## config.mk

```make
export PLATFORM = sky130hd
export DESIGN_NAME = dcache_responder_flat
export DESIGN_NICKNAME = d
export VERILOG_FILES = /design/src/rtl/dcache_responder_if.sv /design/src/rtl/dcache_responder.sv /design/src/flat_wrapper.sv
export SDC_FILE = /design/constraint.sdc
export NUM_CORES = 2
export LEC_CHECK = 0
export CORE_MARGIN = 2
export CORE_UTILIZATION = 50
export DETAILED_ROUTE_END_ITERATION = 6
export PLACE_DENSITY = 0.78
export SYNTH_ARGS = -nofsm -noshare
export SYNTH_HDL_FRONTEND = slang
export SYNTH_SLANG_ARGS = --single-unit
```

## constraint.sdc

```tcl
create_clock -name CLK -period 5.67 [get_ports CLK]
set_input_delay 1.134 -clock CLK [delete_from_list [all_inputs] [get_ports CLK]]
set_output_delay 1.134 -clock CLK [all_outputs]
set_load 0.01 [all_outputs]
```

## src/rtl/dcache_responder_if.sv

```systemverilog
// dcache_responder_if: MEM-stage request/response and main-memory req/ack bundle for dcache_responder.
interface dcache_responder_if #(parameter int ADDR_BITS = 32);
  logic                 MemRead_2DM;
  logic                 MemWrite_2DM;
  logic [ADDR_BITS-1:0] data_address_2DM;
  logic [31:0]          data_write_2DM;
  logic [1:0]           data_write_size_2DM;
  logic [31:0]          data_read_fDM;
  logic                 miss;
  logic                 mem_req;
  logic                 mem_we;
  logic [ADDR_BITS-1:0] mem_addr;
  logic [31:0]          mem_wdata;
  logic [3:0]           mem_be;
  logic                 mem_ack;
  logic [31:0]          mem_rdata;
  modport master (
    output MemRead_2DM, MemWrite_2DM, data_address_2DM, data_write_2DM, data_write_size_2DM,
    output mem_ack, mem_rdata,
    input  data_read_fDM, miss, mem_req, mem_we, mem_addr, mem_wdata, mem_be
  );
  modport slave (
    input  MemRead_2DM, MemWrite_2DM, data_address_2DM, data_write_2DM, data_write_size_2DM,
    input  mem_ack, mem_rdata,
    output data_read_fDM, miss, mem_req, mem_we, mem_addr, mem_wdata, mem_be
  );
endinterface

```

## src/rtl/dcache_responder.sv

```systemverilog
// dcache_responder: direct-mapped write-through, no-write-allocate data cache; DCACHE_STATS_EN adds hit/miss/write counters.
module dcache_responder #(
  parameter int INDEX_BITS = 6,
  parameter int ADDR_BITS  = 32
) (
  input  logic CLK,
  input  logic RESET,
  dcache_responder_if.slave bus
`ifdef DCACHE_STATS_EN
  ,
  output logic [31:0] stat_hits,
  output logic [31:0] stat_misses,
  output logic [31:0] stat_writes
`endif
);
  localparam int LINES    = 1 << INDEX_BITS;
  localparam int TAG_BITS = ADDR_BITS - INDEX_BITS - 2;
  typedef enum logic [1:0] {IDLE, FILL, WRITE, WDONE} state_t;
  state_t                state_q;
  logic [LINES-1:0]      valid_q;
  logic [TAG_BITS-1:0]   tag_q  [LINES];
  logic [31:0]           data_q [LINES];
  logic [INDEX_BITS-1:0] idx, midx;
  logic [TAG_BITS-1:0]   tag, mtag;
  logic                  rd, wr, idle, hit, mhit;
  logic [2:0]            lane_n;
  logic [3:0]            be_d;
  logic [31:0]           wd_d, mask, merged;
  assign rd   = bus.MemRead_2DM & ~bus.MemWrite_2DM;
  assign wr   = bus.MemWrite_2DM;
  assign idle = state_q == IDLE;
  assign idx  = bus.data_address_2DM[INDEX_BITS+1:2];
  assign tag  = bus.data_address_2DM[ADDR_BITS-1:INDEX_BITS+2];
  assign midx = bus.mem_addr[INDEX_BITS+1:2];
  assign mtag = bus.mem_addr[ADDR_BITS-1:INDEX_BITS+2];
  assign hit  = rd && valid_q[idx] && tag_q[idx] == tag;
  assign mhit = valid_q[midx] && tag_q[midx] == mtag;
  assign bus.miss          = idle ? (wr | (rd & ~hit)) : state_q != WDONE;
  assign bus.data_read_fDM = idle && hit ? data_q[idx] : '0;
  assign lane_n = bus.data_write_size_2DM == 2'd0 ? 3'd4 : {1'b0, bus.data_write_size_2DM};
  // Lane j (j=0 is bits[31:24]) takes the store byte counted from the most significant end of the span.
  always_comb begin
    be_d = '0;
    wd_d = '0;
    for (int j = 0; j < 4; j++) begin
      if (j >= int'(bus.data_address_2DM[1:0]) && j - int'(bus.data_address_2DM[1:0]) < int'(lane_n)) begin
        be_d[3-j]          = 1'b1;
        wd_d[8*(3-j) +: 8] = bus.data_write_2DM[8*(int'(lane_n) - 1 - j + int'(bus.data_address_2DM[1:0])) +: 8];
      end
    end
  end
  assign mask   = {{8{bus.mem_be[3]}}, {8{bus.mem_be[2]}}, {8{bus.mem_be[1]}}, {8{bus.mem_be[0]}}};
  assign merged = (data_q[midx] & ~mask) | (bus.mem_wdata & mask);
  always_ff @(posedge CLK) begin
    if (RESET) begin
      state_q       <= IDLE;
      valid_q       <= '0;
      bus.mem_req   <= 1'b0;
      bus.mem_we    <= 1'b0;
      bus.mem_addr  <= '0;
      bus.mem_wdata <= '0;
      bus.mem_be    <= '0;
    end else begin
      case (state_q)
        IDLE: begin
          if (wr) begin
            bus.mem_req   <= 1'b1;
            bus.mem_we    <= 1'b1;
            bus.mem_addr  <= {bus.data_address_2DM[ADDR_BITS-1:2], 2'b00};
            bus.mem_be    <= be_d;
            bus.mem_wdata <= wd_d;
            state_q       <= WRITE;
          end else if (rd && !hit) begin
            bus.mem_req   <= 1'b1;
            bus.mem_we    <= 1'b0;
            bus.mem_addr  <= {bus.data_address_2DM[ADDR_BITS-1:2], 2'b00};
            bus.mem_be    <= '0;
            bus.mem_wdata <= '0;
            state_q       <= FILL;
          end
        end
        FILL: begin
          if (bus.mem_ack) begin
            valid_q[midx] <= 1'b1;
            tag_q[midx]   <= mtag;
            data_q[midx]  <= bus.mem_rdata;
            bus.mem_req   <= 1'b0;
            state_q       <= IDLE;
          end
        end
        WRITE: begin
          if (bus.mem_ack) begin
            if (mhit) data_q[midx] <= merged;
            bus.mem_req <= 1'b0;
            state_q     <= WDONE;
          end
        end
        default: state_q <= IDLE;
      endcase
    end
  end
`ifdef DCACHE_STATS_EN
  always_ff @(posedge CLK) begin
    if (RESET) begin
      stat_hits   <= '0;
      stat_misses <= '0;
      stat_writes <= '0;
    end else begin
      stat_hits   <= stat_hits + 32'(idle && hit);
      stat_misses <= stat_misses + 32'(idle && !wr && rd && !hit);
      stat_writes <= stat_writes + 32'(state_q == WRITE && bus.mem_ack);
    end
  end
`endif
endmodule

```

## src/flat_wrapper.sv

```systemverilog
// flat-port wrapper written by rule: the top's interface ports become plain ports
module dcache_responder_flat 
#(
  parameter int INDEX_BITS = 6,
  parameter int ADDR_BITS  = 32
)
  (CLK, RESET, bus_MemRead_2DM, bus_MemWrite_2DM, bus_data_address_2DM, bus_data_write_2DM, bus_data_write_size_2DM, bus_mem_ack, bus_mem_rdata, bus_data_read_fDM, bus_miss, bus_mem_req, bus_mem_we, bus_mem_addr, bus_mem_wdata, bus_mem_be);
  dcache_responder_if #(.ADDR_BITS(ADDR_BITS)) bus_i ();
  input  logic CLK;
  input  logic RESET;
  input wire logic [$bits(bus_i.MemRead_2DM)-1:0] bus_MemRead_2DM;
  input wire logic [$bits(bus_i.MemWrite_2DM)-1:0] bus_MemWrite_2DM;
  input wire logic [$bits(bus_i.data_address_2DM)-1:0] bus_data_address_2DM;
  input wire logic [$bits(bus_i.data_write_2DM)-1:0] bus_data_write_2DM;
  input wire logic [$bits(bus_i.data_write_size_2DM)-1:0] bus_data_write_size_2DM;
  input wire logic [$bits(bus_i.mem_ack)-1:0] bus_mem_ack;
  input wire logic [$bits(bus_i.mem_rdata)-1:0] bus_mem_rdata;
  output wire logic [$bits(bus_i.data_read_fDM)-1:0] bus_data_read_fDM;
  output wire logic [$bits(bus_i.miss)-1:0] bus_miss;
  output wire logic [$bits(bus_i.mem_req)-1:0] bus_mem_req;
  output wire logic [$bits(bus_i.mem_we)-1:0] bus_mem_we;
  output wire logic [$bits(bus_i.mem_addr)-1:0] bus_mem_addr;
  output wire logic [$bits(bus_i.mem_wdata)-1:0] bus_mem_wdata;
  output wire logic [$bits(bus_i.mem_be)-1:0] bus_mem_be;
  assign bus_i.MemRead_2DM = bus_MemRead_2DM;
  assign bus_i.MemWrite_2DM = bus_MemWrite_2DM;
  assign bus_i.data_address_2DM = bus_data_address_2DM;
  assign bus_i.data_write_2DM = bus_data_write_2DM;
  assign bus_i.data_write_size_2DM = bus_data_write_size_2DM;
  assign bus_i.mem_ack = bus_mem_ack;
  assign bus_i.mem_rdata = bus_mem_rdata;
  assign bus_data_read_fDM = bus_i.data_read_fDM;
  assign bus_miss = bus_i.miss;
  assign bus_mem_req = bus_i.mem_req;
  assign bus_mem_we = bus_i.mem_we;
  assign bus_mem_addr = bus_i.mem_addr;
  assign bus_mem_wdata = bus_i.mem_wdata;
  assign bus_mem_be = bus_i.mem_be;
  dcache_responder #(.INDEX_BITS(INDEX_BITS), .ADDR_BITS(ADDR_BITS)) u_core (.CLK(CLK), .RESET(RESET), .bus(bus_i));
endmodule
```

# Yosys cells after proc, flatten, opt, wreduce, memory -nomap -nowiden
# Memory sizes are Yosys's and may differ from the RTL's. A register that Yosys moved wholly into a read port is not among the register bits.
# Index checks and enable logic that the tools add are counted.
# word_totals
reg_bits	136
mem_bits_rw	3584
in_bits	103
output_inout_bits	103
elab_cells	122
mem_count	2
# memory_table
name	words	width	rd	rd_ports_with_merged_regs	write_ports	line_no	source
u_core.data_q	64	32	2	1	1	dcache_responder.sv:22	logic [31:0] data_q [LINES];
u_core.tag_q	64	24	2	1	1	dcache_responder.sv:21	logic [TAG_BITS-1:0] tag_q [LINES];
# classes
add_sub_neg	12
order_cmp	10
eq_ne	9
n_shift	4
mux	48
bitwise	11
reduce_logical	19
# op_table
op	n
32-bit two-way mux	6
32-bit by 4-bit less-than comparator with 1-bit output	4
32-bit by 32-bit variable part select with 8-bit output	4
29-bit by 3-bit adder with 29-bit output	4
32-bit AND	2
64-bit OR	1
29-bit by 3-bit subtractor with 29-bit output (second input constant)	2
24-bit equality test	2
8-bit two-way mux	4
32-bit NOT	1
32-bit OR	1
29-bit by 2-bit subtractor with 29-bit output (second input constant)	1
6-bit two-way mux	4
1-bit two-way mux	22
6-bit by 7-bit less-than comparator with 1-bit output (second input constant)	2
1-bit binary-select mux with 6-bit select	2
1-bit logical AND	9
2-bit two-way mux	4
4-bit two-way mux	2
1-bit demux with 6-bit select	1
6-bit by 1-bit >= comparator with 1-bit output (second input constant)	1
2-bit inequality test (second input constant)	3
2-bit case mux with 3 select lines	1
3-bit AND reduction	2
other kinds (19)	28

# Logic depth before layout (Yosys ltp)
# depth
ltp_word	10
ltp_mapped	19
ltp_nobuf	12

# Worst setup path before layout
# OpenSTA, ideal clock, no wires.
# synth_timing
path_type	register -> register
startpoint	reg with a tool-made name
endpoint	mem u_core.data_q[40][0] (enable)
setup_time_ps	461
arrival_ps	5795
setup_slack_ps	-586
stages_incl_launch_ff	16
n_path_buf	5
synth_period_minus_slack_ps	6256
path_cell_list	dfxtp_1 > clkbuf_1 > buf_6 > buf_2 > buf_2 > mux4_2 > mux4_2 > mux2i_1 > mux2i_1 > xor2_1 > nor4_1 > nand4b_1 > nor4_1 > nor2_1 > clkbuf_1 > nor3_1
# synth_rtl
element	line_no
to (decl)	dcache_responder.sv:22

# Worst setup path after layout
# layout_timing
startpoint	in bus_data_address_2DM[4]
endpoint	out bus_data_read_fDM[30]
# layout_between
elab_chain_cells	6
# layout_lines
element	line_no	source
from (decl)	flat_wrapper.sv:13	input wire logic [$bits(bus_i.data_address_2DM)-1:0] bus_data_address_2DM;
parallel branches: the longest is 5 deep, another holds memory 64 x 24 bit	-	
32-bit two-way mux (*)	dcache_responder.sv:39	assign bus.data_read_fDM = idle && hit ? data_q[idx] : '0;
to (decl)	flat_wrapper.sv:18	output wire logic [$bits(bus_i.data_read_fDM)-1:0] bus_data_read_fDM;
# Mark *: on every way between the ends. The select of a mux whose other input is x is not followed.

==> results.md <==
- Syn_area_per_cell: 21.4 sq um
- Hold depth: 1
- Status: finished, violations left
- Largest fanout on the critical path: 19
- CTS sink count: 3,724
- DR WL/cell: 44.8 um
- Final Hold Vio Count: 0
- CTS tree: built
- Die height: 593 um
- Area Growth Syn to Fin: 18.9%
- Multiplexer share of the synthesized area: 30.0%
- Most common flop cell mapped by yosys: edfxtp_1
- Leading cell type in the layout, fill and taps excluded: edfxtp_1
- Relative slew slack: 12.7%
- # DRC: 21
- Maxcap violations: 0
- Most frequent cells in the layout: 3,584 x edfxtp_1, 2,196 x mux4_2, 743 x buf_4
- Post-route setup slack: -922 ps
- ANT nets after route: 0
- Floorplan row count: 216
- Yosys warnings: 0
- CP dominant cell by count: buf_12
- Worst-path clk slew: 60 ps
- GRT Resource Usage Total: 35.8%
- Pre-antenna DRT Iters: 7
- Slowest cell on the critical path: nand4_1
- Largest family of logic cells by synthesized area: multiplexers
- Die Wd: 593 um
- Static leakage: 65.6 nW
- Worst stage delay on the critical path: 470 ps
- Critical path cell sequence: buf_8 > buf_12 > buf_12 > nor2b_2 > buf_4 > a22oi_1 > a21oi_1 > nor3_2 > o21ai_0 > buf_4 > nand4b_1 > nor4_4 > nand4_1 > buf_12 > buf_16 > buf_12 > buf_12 > nor2b_4 > buf_6
- H-tree levels: 5
- Initial antenna violation count: 32
- Setup violators final: 136
- Hold_buf cts: 0
- Dpl cells: 13,300
- Num CTS Buffers: 375
- Register area share after synthesis: 63.7%
- Non-Filler Instances: 14,100
- Adder-Cell Fraction of Synth Area: 0.182%
- FF+latch count, synth: 3,724
- Type of origin of the critical path: primary input
- Critical Path RT: 4540 ps
- Root Driver: clkbuf_16
- Detail Placement HPWL: 387 mm
- RSZ-0062 raised after global routing: yes
- P per Cell Area: 356 mW/mm^2
- Design area: 0.206 sq mm
- Post-synth cell types: 76
- Max Clk Rate: 0.152 GHz
- Starting Density: 50.1%
- GP Congestion: 0.967
- Compound-cell area share of the yosys netlist: 2.20%
- R2R depth: 16
- Vias in the first global route: 107,000
- Clk buf depth: 4
- Area after DPL: 0.192 sq mm
- Final Critical Period: 6590 ps
- Synth Area in Simple Gates: 1.95%
- Maximum VDD drop: 0.286 mV
- Grt ovf: 0
- Worst skew pair latency: 1000 ps
- Post-synthesis xor/xnor area fraction: 0.157%
- Number of vias per cell: 7.68
- Routed vias: 108,000
- Mapped Cells: 8,111
- I/O Buffers: 203
- Area of the core: 0.346 sq mm
- Ports: 206
- Setup crit end kind: output port
- Max Slew Vio Count: 0
- Failing checks: design-rule violations, negative setup slack
- Final net count: 9,315
- Largest net degree at the start of global routing: 144
- Hold Worst Slack: 476 ps
- Synth async-reset ratio: 0%
- Mapped Area: 0.173 sq mm
- Pre-CTS setup slack: -1930 ps
- Final WL: 631 mm
- CP Class: in2out
- Measured slew at the worst slew-check pin: 1310 ps
- EDFF count, synth: 3,584
- Total Die Area: 0.351 sq mm
- CP Data Arrival Time: 5460 ps
- Ratio of cells with drive above 1 in the final layout: 45.5%
- Fin Clk Skew: 63.0 ps
- Period utilization: 116%
- First-pass GRT wire length: 863 mm
- HP Class: reg2reg
- Iter 0 DRT Violations: 21,300
-- routing by layer --
layer | part of all wire, % | GRT usage (%)
met3 | 16 | 12.6
met2 | 44 | 51.9
met4 | 9.9 | 28.2
met1 | 30 | 43.9
met5 | 0.050 | 0
-- metrics by stage --
step	total power, W	util [%]	TNS (ps)
4_1_cts	0.0728	59.4	-20160
3_5_place_dp	0.0479	55.6	-68660
6_report	0.0733	59.6	-29750
3_3_place_gp	0.0476	55.6	-71840
5_1_grt	0.0745	59.6	-26210
2_1_floorplan	0.0419	-	-1365120
-- kinds of logic (layout without fill, tap and decap cells) --
logic type,count (synthesis),after routing
adders and majority gates,24,24
xor gates and xnor gates,31,31
buffers and inverters,690,2080
AOI/OAI and AO/OA,541,541
DFF,3724,3724
muxes,2451,2451
other,1,18
and+or+nand+nor,649,649
-- cell type report --
cell class	instances	area [sq um]
Multi-Input combinational cell	3698	61500
Tap cell	4578	5730
Fill cell	23200	140000
Clock buffer	462	9950
Sequential cell	3724	110000
Clock inverter	229	2300
Inverter	30	143
Antenna cell	16	40.0
Timing Repair Buffer	1359	15900
-- synthesized netlist by cell type, drive strengths merged (22+ instances only) --
master | n | share of area [%]
a211oi | 28 | 0.12
a21o | 68 | 0.29
a21oi | 71 | 0.21
a22oi | 78 | 0.34
a31o | 66 | 0.33
buf | 322 | 0.94
clkbuf | 338 | 0.73
dfxtp | 140 | 1.6
edfxtp | 3584 | 62
ha | 22 | 0.16
inv | 27 | 0.058
mux2i | 236 | 1.4
mux4 | 2196 | 29
nand2 | 150 | 0.32
nand2b | 28 | 0.10
nand3 | 43 | 0.12
nand4 | 25 | 0.090
nor2 | 105 | 0.23
nor2b | 93 | 0.34
nor3 | 89 | 0.26
o21ai | 70 | 0.20
o22ai | 57 | 0.21
-- sequential cells by signal (all words and copies together) (netlist names), named ones only --
| signal | count |
|---|---|
| u_core.bus.mem_we | 1 |
| u_core.valid_q | 64 |
| u_core.bus.mem_be | 4 |
| u_core.data_q | 2048 |
| u_core.state_q | 2 |
| u_core.bus.mem_wdata | 32 |
| u_core.bus.mem_addr | 30 |
| u_core.tag_q | 1536 |
| u_core.bus.mem_req | 1 |
-- power by group --
part	switching [W]	total (W)	leakage, nW	internal (W)
registers	0.000405	0.0315	33.6	0.0311
logic	0.00906	0.0165	26.0	0.00739
clock network	0.0110	0.0253	5.97	0.0143
-- timing repair --
action	in CTS	in global routing
pin swaps	23	29
cloned	4	2
resized for setup	230	59
setup endpoints to repair	33	1001
setup buffers	38	26
-- critical path, delay by kind of cell --
kind | cells | cell delay [ps]
and+or+nand+nor | 6 | 1690
buffers and inverters | 10 | 1910
AOI/OAI and AO/OA | 3 | 650
-- worst paths after layout --
path         slack (ps)                     from                    end
max reg2reg         -80                 register  u_core.data_q[28][19]
min                 480       u_core.valid_q[51]     u_core.valid_q[51]
min reg2reg         480       u_core.valid_q[51]     u_core.valid_q[51]
max                -920  bus_data_address_2DM[4]  bus_data_read_fDM[30]
Note: power is estimated with default switching activity, not from simulation.
